<file path="src/rtl/mem_access_pkg.sv">
// -----------------------------------------------------------------------------
// mem_access_pkg
// Shared encodings for the MEM-stage data-memory access unit:
//   - access-size operation codes (MEM_EXT_*), RV32I funct3 layout
//   - access FSM state encoding (MEM_ACC_*)
//   - access_size(): collapses the signed/unsigned op variants to B/H/W
// -----------------------------------------------------------------------------
package mem_access_pkg;

  localparam int MEM_EXT_OP_WIDTH = 3;

  // funct3 layout: bit 2 = unsigned, bits 1:0 = size
  localparam logic [MEM_EXT_OP_WIDTH-1:0] MEM_EXT_B  = 3'b000;
  localparam logic [MEM_EXT_OP_WIDTH-1:0] MEM_EXT_H  = 3'b001;
  localparam logic [MEM_EXT_OP_WIDTH-1:0] MEM_EXT_W  = 3'b010;
  localparam logic [MEM_EXT_OP_WIDTH-1:0] MEM_EXT_BU = 3'b100;
  localparam logic [MEM_EXT_OP_WIDTH-1:0] MEM_EXT_HU = 3'b101;

  localparam int MEM_ACC_ST_WIDTH = 2;

  typedef enum logic [MEM_ACC_ST_WIDTH-1:0] {
    MEM_ACC_IDLE = 2'd0,
    MEM_ACC_BUSY = 2'd1,
    MEM_ACC_DONE = 2'd2
  } mem_acc_state_e;

  typedef enum logic [1:0] {
    SIZE_B = 2'd0,
    SIZE_H = 2'd1,
    SIZE_W = 2'd2
  } acc_size_e;

  // Unknown op codes are treated as word accesses.
  function automatic acc_size_e access_size(input logic [MEM_EXT_OP_WIDTH-1:0] op);
    acc_size_e sz;
    case (op)
      MEM_EXT_B, MEM_EXT_BU: sz = SIZE_B;
      MEM_EXT_H, MEM_EXT_HU: sz = SIZE_H;
      default:               sz = SIZE_W;
    endcase
    return sz;
  endfunction

endpackage

</file>
<file path="src/rtl/mem_access_lane.sv">
// -----------------------------------------------------------------------------
// mem_lane
// Combinational byte-lane steering for a load/store request.
// Optional feature macro: MEM_ACCESS_MISALIGN_EXC_EN
//   defined   : misalign = 1 for H/HU with addr[0]=1 or W with addr[1:0]!=0
//   undefined : misalign = 0; offending low bits are simply ignored, which
//               the H/W lane and offset formulas below already do.
// Ports:
//   op      in  access size (MEM_EXT_*)
//   addr_lo in  address bits 1:0
//   wdata   in  right-justified store data
//   be      out byte enables
//   lanes   out store data replicated across the active lanes
//   offset  out byte offset used to right-justify load data
//   misalign out access is misaligned (only when the feature is enabled)
// -----------------------------------------------------------------------------
module mem_lane
  import mem_access_pkg::*;
(
  input  logic [MEM_EXT_OP_WIDTH-1:0] op,
  input  logic [1:0]                  addr_lo,
  input  logic [31:0]                 wdata,
  output logic [3:0]                  be,
  output logic [31:0]                 lanes,
  output logic [1:0]                  offset,
  output logic                        misalign
);

  always_comb begin
    be     = 4'b1111;
    lanes  = wdata;
    offset = 2'b00;
    case (access_size(op))
      SIZE_B: begin
        be     = 4'b0001 << addr_lo;
        lanes  = {4{wdata[7:0]}};
        offset = addr_lo;
      end
      SIZE_H: begin
        be     = 4'b0011 << {addr_lo[1], 1'b0};
        lanes  = {2{wdata[15:0]}};
        offset = {addr_lo[1], 1'b0};
      end
      default: begin
        be     = 4'b1111;
        lanes  = wdata;
        offset = 2'b00;
      end
    endcase
  end

`ifdef MEM_ACCESS_MISALIGN_EXC_EN
  always_comb begin
    misalign = 1'b0;
    case (access_size(op))
      SIZE_H:  misalign = addr_lo[0];
      SIZE_W:  misalign = |addr_lo;
      default: misalign = 1'b0;
    endcase
  end
`else
  assign misalign = 1'b0;
`endif

endmodule

</file>
<file path="src/rtl/mem_access.sv">
// -----------------------------------------------------------------------------
// mem_access
// MEM-stage data-memory access unit. Converts a load/store request into one
// bus transaction (valid/ready handshake) and stalls the pipeline until it
// completes. Load data is right-justified and zero-padded above the access
// width; sign/zero extension happens downstream.
// Optional feature macro: MEM_ACCESS_MISALIGN_EXC_EN (misaligned H/W raise
// exc_misalign without touching the bus; otherwise the low bits are ignored).
// Parameters:
//   TIMEOUT_CYCLES  BUSY cycles without a response before faulting (1..255)
// Ports:
//   clk, rst                 clock, asynchronous active-high reset
//   req_valid/we/op/addr/wdata  request from the MEM stage
//   flush                    kill the current MEM-stage instruction
//   stall                    freeze the pipeline
//   done                     one-cycle completion pulse
//   rdata                    lane-shifted load data
//   exc_misalign, exc_fault  exception pulses aligned with done
//   bus_req/we/addr/be/wdata bus request side (registered)
//   bus_ready/rdata/err      bus response side
// -----------------------------------------------------------------------------
module mem_access
  import mem_access_pkg::*;
#(
  parameter int TIMEOUT_CYCLES = 255
) (
  input  logic                        clk,
  input  logic                        rst,
  input  logic                        req_valid,
  input  logic                        req_we,
  input  logic [MEM_EXT_OP_WIDTH-1:0] req_op,
  input  logic [31:0]                 req_addr,
  input  logic [31:0]                 req_wdata,
  input  logic                        flush,
  output logic                        stall,
  output logic                        done,
  output logic [31:0]                 rdata,
  output logic                        exc_misalign,
  output logic                        exc_fault,
  output logic                        bus_req,
  output logic                        bus_we,
  output logic [31:0]                 bus_addr,
  output logic [3:0]                  bus_be,
  output logic [31:0]                 bus_wdata,
  input  logic                        bus_ready,
  input  logic [31:0]                 bus_rdata,
  input  logic                        bus_err
);

  // Counter value seen in the last permitted BUSY cycle (counter is 0 in the
  // first BUSY cycle).
  localparam logic [7:0] CNT_LAST = 8'(TIMEOUT_CYCLES - 1);

  mem_acc_state_e state, state_next;

  logic [3:0]                  lane_be;
  logic [31:0]                 lane_wdata;
  logic [1:0]                  lane_off;
  logic                        lane_mis;

  logic [MEM_EXT_OP_WIDTH-1:0] op_p1;
  logic [1:0]                  off_p1;
  logic [7:0]                  cnt;
  logic                        killed;
  logic                        fault_flag;
  logic                        mis_flag;

  logic                        start;
  logic                        start_mis;
  logic                        finish;
  logic                        timeout;
  logic                        fault_now;

  function automatic logic [7:0] sat_inc(input logic [7:0] v);
    return (v == 8'hFF) ? v : v + 8'd1;
  endfunction

  // Right-justify the addressed bytes and clear everything above the size.
  function automatic logic [31:0] load_shape(input logic [31:0]                 word,
                                             input logic [1:0]                  off,
                                             input logic [MEM_EXT_OP_WIDTH-1:0] op);
    logic [31:0] s;
    logic [31:0] r;
    s = word >> {off, 3'b000};
    case (access_size(op))
      SIZE_B:  r = {24'h000000, s[7:0]};
      SIZE_H:  r = {16'h0000, s[15:0]};
      default: r = s;
    endcase
    return r;
  endfunction

  mem_lane u_lane (
    .op       (req_op),
    .addr_lo  (req_addr[1:0]),
    .wdata    (req_wdata),
    .be       (lane_be),
    .lanes    (lane_wdata),
    .offset   (lane_off),
    .misalign (lane_mis)
  );

  assign stall     = req_valid & (state != MEM_ACC_DONE);
  assign timeout   = (cnt >= CNT_LAST);
  // A response in the timeout cycle wins; bus_err always faults.
  assign fault_now = bus_err | (timeout & ~bus_ready);

  always_ff @(posedge clk or posedge rst) begin
    if (rst) begin
      state <= MEM_ACC_IDLE;
    end else begin
      state <= state_next;
    end
  end

  always_comb begin
    state_next   = state;
    start        = 1'b0;
    start_mis    = 1'b0;
    finish       = 1'b0;
    done         = 1'b0;
    exc_misalign = 1'b0;
    exc_fault    = 1'b0;
    case (state)
      MEM_ACC_IDLE: begin
        if (req_valid && !flush) begin
          if (lane_mis) begin
            state_next = MEM_ACC_DONE;
            start_mis  = 1'b1;
          end else begin
            state_next = MEM_ACC_BUSY;
            start      = 1'b1;
          end
        end
      end
      MEM_ACC_BUSY: begin
        if (bus_ready || bus_err || timeout) begin
          state_next = MEM_ACC_DONE;
          finish     = 1'b1;
        end
      end
      MEM_ACC_DONE: begin
        state_next   = MEM_ACC_IDLE;
        done         = ~killed;
        exc_misalign = mis_flag & ~killed;
        exc_fault    = fault_flag & ~killed;
      end
      default: state_next = MEM_ACC_IDLE;
    endcase
  end

  // Control flags and timeout counter
  always_ff @(posedge clk or posedge rst) begin
    if (rst) begin
      bus_req    <= 1'b0;
      cnt        <= 8'd0;
      killed     <= 1'b0;
      fault_flag <= 1'b0;
      mis_flag   <= 1'b0;
    end else begin
      if (start) begin
        bus_req    <= 1'b1;
        cnt        <= 8'd0;
        killed     <= 1'b0;
        fault_flag <= 1'b0;
        mis_flag   <= 1'b0;
      end
      if (start_mis) begin
        killed     <= 1'b0;
        fault_flag <= 1'b0;
        mis_flag   <= 1'b1;
      end
      if (state == MEM_ACC_BUSY) begin
        cnt <= sat_inc(cnt);
        // The transaction still completes; only the completion report dies.
        if (flush) begin
          killed <= 1'b1;
        end
      end
      if (finish) begin
        bus_req    <= 1'b0;
        fault_flag <= fault_now;
      end
    end
  end

  // Request capture (held stable while bus_req is high) and load data capture
  always_ff @(posedge clk or posedge rst) begin
    if (rst) begin
      bus_we    <= 1'b0;
      bus_addr  <= 32'h0;
      bus_be    <= 4'h0;
      bus_wdata <= 32'h0;
      op_p1     <= MEM_EXT_B;
      off_p1    <= 2'b00;
      rdata     <= 32'h0;
    end else begin
      if (start) begin
        bus_we    <= req_we;
        bus_addr  <= {req_addr[31:2], 2'b00};
        bus_be    <= lane_be;
        bus_wdata <= lane_wdata;
        op_p1     <= req_op;
        off_p1    <= lane_off;
      end
      if (finish) begin
        rdata <= load_shape(bus_rdata, off_p1, op_p1);
      end
    end
  end

endmodule

</file>
<file path="config.mk">
export PLATFORM = sky130hd
export DESIGN_NAME = mem_access
export DESIGN_NICKNAME = d
export VERILOG_FILES = /design/src/rtl/mem_access_pkg.sv /design/src/rtl/mem_access_lane.sv /design/src/rtl/mem_access.sv
export SDC_FILE = /design/constraint.sdc
export NUM_CORES = 1
export LEC_CHECK = 0
export BUFFER_PORTS_ARGS = -buffer_cell sky130_fd_sc_hd__buf_2
export CORE_MARGIN = 5
export CORE_UTILIZATION = 49
export CTS_CLUSTER_DIAMETER = 150
export DETAILED_ROUTE_END_ITERATION = 6
export PLACE_DENSITY = 0.84
export SYNTH_ARGS = -nofsm -noshare
export SYNTH_HDL_FRONTEND = slang
export SYNTH_SLANG_ARGS = --single-unit
</file>
<file path="constraint.sdc">
create_clock -name clk -period 4 [get_ports clk]
set_input_delay 0.2 -clock clk [delete_from_list [all_inputs] [get_ports clk]]
set_output_delay 0.2 -clock clk [all_outputs]
set_load 0.005 [all_outputs]
</file>
==> results of run 1 <==
state kept, by name, indices dropped and copies added (netlist names):
signal and flops:
bus_req 1, fault_flag 1, cnt 8, rdata 32, off_p1 2, bus_addr 30, bus_wdata 32, bus_be 4
op_p1 2, state 2, killed 1, bus_we 1
kinds of logic after synthesis:
kind of cell,after synthesis
AND/OR/NAND/NOR,240
flip-flops,116
adder cells (fa/ha/maj),2
XOR/XNOR,3
AO/OA/AOI/OAI,76
multiplexers,75
buffers and inverters,48
other,1
synthesized netlist by cell type, drive strengths merged:
cell     instances
mux2i           51
nand3            3
buf             19
or4b             1
or2              8
clkbuf          18
nand2          178
nor2            25
and2             2
nor3             2
dfrtp          116
nor4b            1
xnor2            3
o31ai            2
conb             1
a22o             1
o41ai            1
nor4             1
mux2            24
a41oi            1
nor3b            2
nand3b           1
a21o             1
o21ai           32
inv             11
a21oi           27
nor2b           11
and4             1
ha               2
a2111oi          1
o21a             1
a211oi           9
nand2b           4
metal layers:
metal  vias to the layer above  share of wire  global-route usage
li1                       2380              -                   -
met2                       287           0.48               0.423
met4                         0          0.030               0.106
met3                        45           0.10              0.0763
met5                         -              0                   0
met1                      2430           0.39               0.313
through the flow:
| stage | instances | power, mW |
|---|---|---|
| 2_1_floorplan | 563 | 2.17 |
| 3_3_place_gp | 876 | 2.60 |
| 3_5_place_dp | 876 | 2.65 |
| 4_1_cts | 979 | 4.28 |
| 5_1_grt | 979 | 4.51 |
| 6_report | 979 | 4.27 |
power by group through the flow:
| stage | logic [mW] | registers (mW) | clock network [mW] |
|---|---|---|---|
| after floorplan | 0.486 | 1.68 | 0 |
| after CTS | 1.01 | 1.69 | 1.59 |
| after global routing | 1.14 | 1.74 | 1.64 |
| after global placement | 0.917 | 1.68 | 0 |
| after detailed placement | 0.950 | 1.70 | 0 |
| final | 1.01 | 1.70 | 1.56 |
area by class of cell:
| type | instances | share of cell area |
|---|---|---|
| repair buffers | 281 | 0.226 |
| well taps | 140 | 0.0224 |
| clock buffers | 23 | 0.0597 |
| multi-input cells | 399 | 0.296 |
| clock inverters | 9 | 0.0192 |
| inverters | 11 | 0.00560 |
| flip-flops and latches | 116 | 0.371 |
worst paths after layout:
| path | from | endpoint | cells after the start |
|---|---|---|---|
| setup / recovery | state[1]$_DFFE_PP0P_ | state[0]$_DFFE_PP0P_ | 3 |
| hold / removal | req_wdata[8] | bus_wdata[8]$_DFFE_PP0P_ | 3 |
| setup reg to reg | state[1]$_DFFE_PP0P_ | state[0]$_DFFE_PP0P_ | 3 |
| hold reg to reg | bus_addr[11]$_DFFE_PP0P_ | bus_addr[11]$_DFFE_PP0P_ | 2 |
| max in group asynchronous | rst | bus_wdata[11]$_DFFE_PP0P_ | 4 |
| min in group asynchronous | rst | bus_wdata[26]$_DFFE_PP0P_ | 3 |
worst min-delay path: cells and delay by family:
kind	cells	cell delay (ns)
AO/OA/AOI/OAI	1	0.14
buffers and inverters	1	0.09
multiplexers	1	0.06
==> results.cfg, run 1 <==
[sta]
fin_crit_ns = 2.19
fin_skew_ns = 0.00866
fmax_mhz = 457
rsz0062_at_grt = false
worst_slack_ns = 1.81
max_slew.worst_pin.slew_ns = 1.15
setup_violations = 0
setup_tns_ns = 0
relSlewSlack = 0.232
whs_ns = 0.0192
period_share = 0.547
slew_viol_final = 0
hold_viol_final = 0

[synthesis]
yosys.area_share.xor_xnor = 0.00485
synth_top_family_by_area = simple AND/OR/NAND/NOR gates
synth-compound-area-share = 0.0826
yosys-top-cells-area = dfrtp_1 (54%), nand2_1 (12%), mux2i_1 (9.4%)
syn_area_um2 = 5420
avgSynthCellArea_um2 = 9.67
synth_top_area_share = 0.535
seq_area_frac_synth = 0.535
synthCells = 561
ys_seq_elements = 116
synth_warnings = 0
yosysUniqueCellTypes = 39
synth-simple-area-share = 0.186
yosysTopAreaCell = dfrtp_1
synth-adder-area-share = 0.00461
synthMuxAreaShare = 0.144

[grt]
grt_antenna_before_repair = 0
grt_max_degree = 104
grt_pass1_wl_um = 26700
overflow = 0
grt_usage = 0.256
grt_pass1_vias = 5363

[clock_network]
cts_max_level = 4
holdBufCountCts = 71
cts-buffers-inserted = 17
postCtsSetupBuffers = 0
cts_tree = done
clkLatencyLatePin_ns = 0.50
clkTransAtPathRegs_ns = 0.06
cts-root-buf = clkbuf_8
cts_buffer_depth = 2
cts_resized = 0
clkSinkCount = 116

[place]
portBuffers = 207
routabilityCongestion = 0.873
place_area_um2 = 6490
pre_cts_ws_ns = 1.87
dp_hpwl_um = 10100

[cells_and_area]
drive_gt1_frac = 0.328
final_util = 0.721
multi_input_area_um2 = 2310
final_cell_mix = buf_2 (207), nand2_1 (178), dfrtp_1 (116)
n_antenna_cell = 0
final_common_cell = buf_2
final_area_um2 = 7820
fillers = 709
fin_nets = 934
area.growth.synth_to_final_pct = 44.2
register_area_um2 = 2900

[die]
die_y_um = 115
start_util = 0.500
io_pins = 212
die_x_um = 115
core.rowCount = 38
fp.dieArea_um2 = 13300
core_um2 = 10800

[setup_path]
path_class = reg -> reg
arrival_ns = 2.63
start_kind = flop
path_buf_inv = 1
required_ns = 4.44
worstSetupEndpointType = flop
cp_max_fo = 103
slowest_delay_ns = 0.94
critical_path.slowest_cell = or4b_4
reg2reg_slack_ns = 1.81
crit_family = simple AND/OR/NAND/NOR gates
path_cells = or4b_4, o41ai_1, dlygate4sd3_1

[routing]
wirelength_um = 16500
wl_per_cell_um = 16.8
antenna_left = 0
drt_drc_violations_left = 0
num_vias = 5142
via_per_inst = 5.25
first_pass_iters = 5
drtIter0Drc = 430

[power]
pwr_density_cell_nw_per_um2 = 546
p_sw_mw = 1.22
p_comb_frac = 0.237
seqPwrFrac = 0.397
power.share.clock = 0.365
max-vdd-ir-drop_v = 0.000363
internal_power_mw = 3.05
sw_frac_of_total = 0.285
p_leak_nw = 4.11

[min_path]
hp-class = in -> reg

[outcome]
status = finished clean

[flow_run]
drv_cap = 0
No activity file was read; power rests on OpenSTA's default activity.
==> run 2, diff against run 1 <==
- CORE_UTILIZATION: 49 -> 44
- PLACE_DENSITY: 0.84 -> 0.8
- clock period: 4 -> 1.93 ns (I/O delays scaled with it)
==> results.cfg, run 2 (synthesis gave the netlist of run 1 again) <==
[outcome]
status = finished clean

[setup_path]
regToRegStartpoint = cnt[0]$_DFFE_PP0P_
required_ns = 2.20
reg2reg_slack_ns = 0.13
arrival_ns = 2.07
path_class = reg -> reg
reg2reg_to = rdata[16]$_DFFE_PP0P_
cp_max_fo = 34
r2r_cells = 7
worstSetupEndpointType = flop
start_kind = flop

[sta]
period_share = 0.932
rsz0062_at_grt = false
hold_viol_final = 0
setup_violations = 0
fin_crit_ns = 1.80
relSlewSlack = 0.497
worst_slack_ns = 0.131
slew_viol_final = 0
fin_skew_ns = 0.0117
max_slew.worst_pin.slew_ns = 0.753
setup_tns_ns = 0
fmax_mhz = 556

[routing]
wl_met2_um = 7870
via_per_inst = 5.02
drtIter0Drc = 479
wirelength_um = 16500
wl_met1_um = 6660
first_pass_iters = 5
wl_met3_um = 1550
drt_drc_violations_left = 0
highest_layer = met4
antenna_left = 0
num_vias = 5117
wl_per_cell_um = 16.2

[die]
start_util = 0.450
fp.dieArea_um2 = 14600
die_y_um = 121
io_pins = 212
core.rowCount = 40
core_um2 = 12100
die_x_um = 121

[min_path]
min_path_cells = 3
hp-class = in -> reg
min_to = bus_wdata[15]$_DFFE_PP0P_
hold_start = req_wdata[15]

[cells_and_area]
final_cell_mix = buf_2 (207), nand2_1 (178), dfrtp_1 (116)
n_antenna_cell = 0
drive_gt1_frac = 0.347
final_common_cell = buf_2
top_regs = bus_wdata: 32 flops, rdata: 32 flops, bus_addr: 30 flops
fin_nets = 946
final_area_um2 = 7990
area.growth.synth_to_final_pct = 47.3

[clock_network]
clkSinkCount = 116
cts-root-buf = clkbuf_16
clkTransAtPathRegs_ns = 0.06
cts_max_level = 4
clkLatencyLatePin_ns = 0.40
cts_resized = 0
cts_buffer_depth = 2
cts-buffers-inserted = 17
cts_tree = done

[grt]
grt_pass1_wl_um = 26300
grt_antenna_before_repair = 0
grt_usage = 0.226
grt_max_degree = 58
grt_pass1_vias = 5226
overflow = 0

[place]
portBuffers = 207
dp_hpwl_um = 10800
place_area_um2 = 6750
routabilityCongestion = 0.823
pre_cts_ws_ns = 0.127

[power]
max-vdd-ir-drop_v = 0.000556
p_total_mw = 8.78
pwr_density_cell_nw_per_um2 = 1100
p_leak_nw = 4.18

[flow_run]
drv_cap = 0
## run 2: final cells by class
class                           count  area (um^2)
Fill cell                         948         4070
Tap cell                          168          210
Clock buffer                       18          429
Timing Repair Buffer              293         1930
Inverter                           11         45.0
Clock inverter                     14          156
Sequential cell                   116         2900
Multi-Input combinational cell    399         2310
## run 2: power by group
| part | switching (mW) | total, mW | internal [mW] |
|---|---|---|---|
| clock | 1.15 | 3.07 | 1.91 |
| combinational | 1.14 | 2.28 | 1.14 |
| sequential | 0.364 | 3.43 | 3.07 |
| total | 2.65 | 8.78 | 6.13 |
## run 2: routing by layer
layer	GRT usage	up-vias
met1	0.284	2420
met2	0.369	257
li1	-	2408
met5	0	-
met4	0.0857	0
met3	0.0634	32
## run 2: worst max-delay path: stages (launching register included)
cell	delay, ns
dfrtp_1	0.34
inv_1	0.05
ha_1	0.18
nor2_1	0.18
nor3b_4	0.09
o31ai_4	0.21
buf_12	0.26
mux2_2	0.37
## run 2: repair_timing
action / in CTS / in global routing
hold endpoints to repair: 86 / 0
setup buffers: 0 / 0
hold buffers: 65 / 0
## run 2: how the worst max path moves through the flow
stage / start / to / slack [ns] / depth (start not counted)
after global routing: cnt[0]$_DFFE_PP0P_ / rdata[16]$_DFFE_PP0P_ / 0.04 / 7
after CTS: cnt[0]$_DFFE_PP0P_ / rdata[16]$_DFFE_PP0P_ / 0.13 / 7
after floorplan: cnt[5]$_DFFE_PP0P_ / rdata[0]$_DFFE_PP0P_ / 0.09 / 6
after global placement: cnt[0]$_DFFE_PP0P_ / rdata[19]$_DFFE_PP0P_ / 0.17 / 7
final: cnt[0]$_DFFE_PP0P_ / rdata[16]$_DFFE_PP0P_ / 0.13 / 7
after detailed placement: cnt[0]$_DFFE_PP0P_ / rdata[16]$_DFFE_PP0P_ / 0.13 / 7
## run 2: per-stage QoR
step / std cells / utilization / hold WS (ns)
after global placement: 922 / 0.560 / 0.253
after global routing: 1019 / 0.662 / 0.0300
final: 1019 / 0.662 / 0.0102
after detailed placement: 922 / 0.560 / 0.268
after floorplan: 563 / - / 0.198
after CTS: 1019 / 0.662 / 0.000459
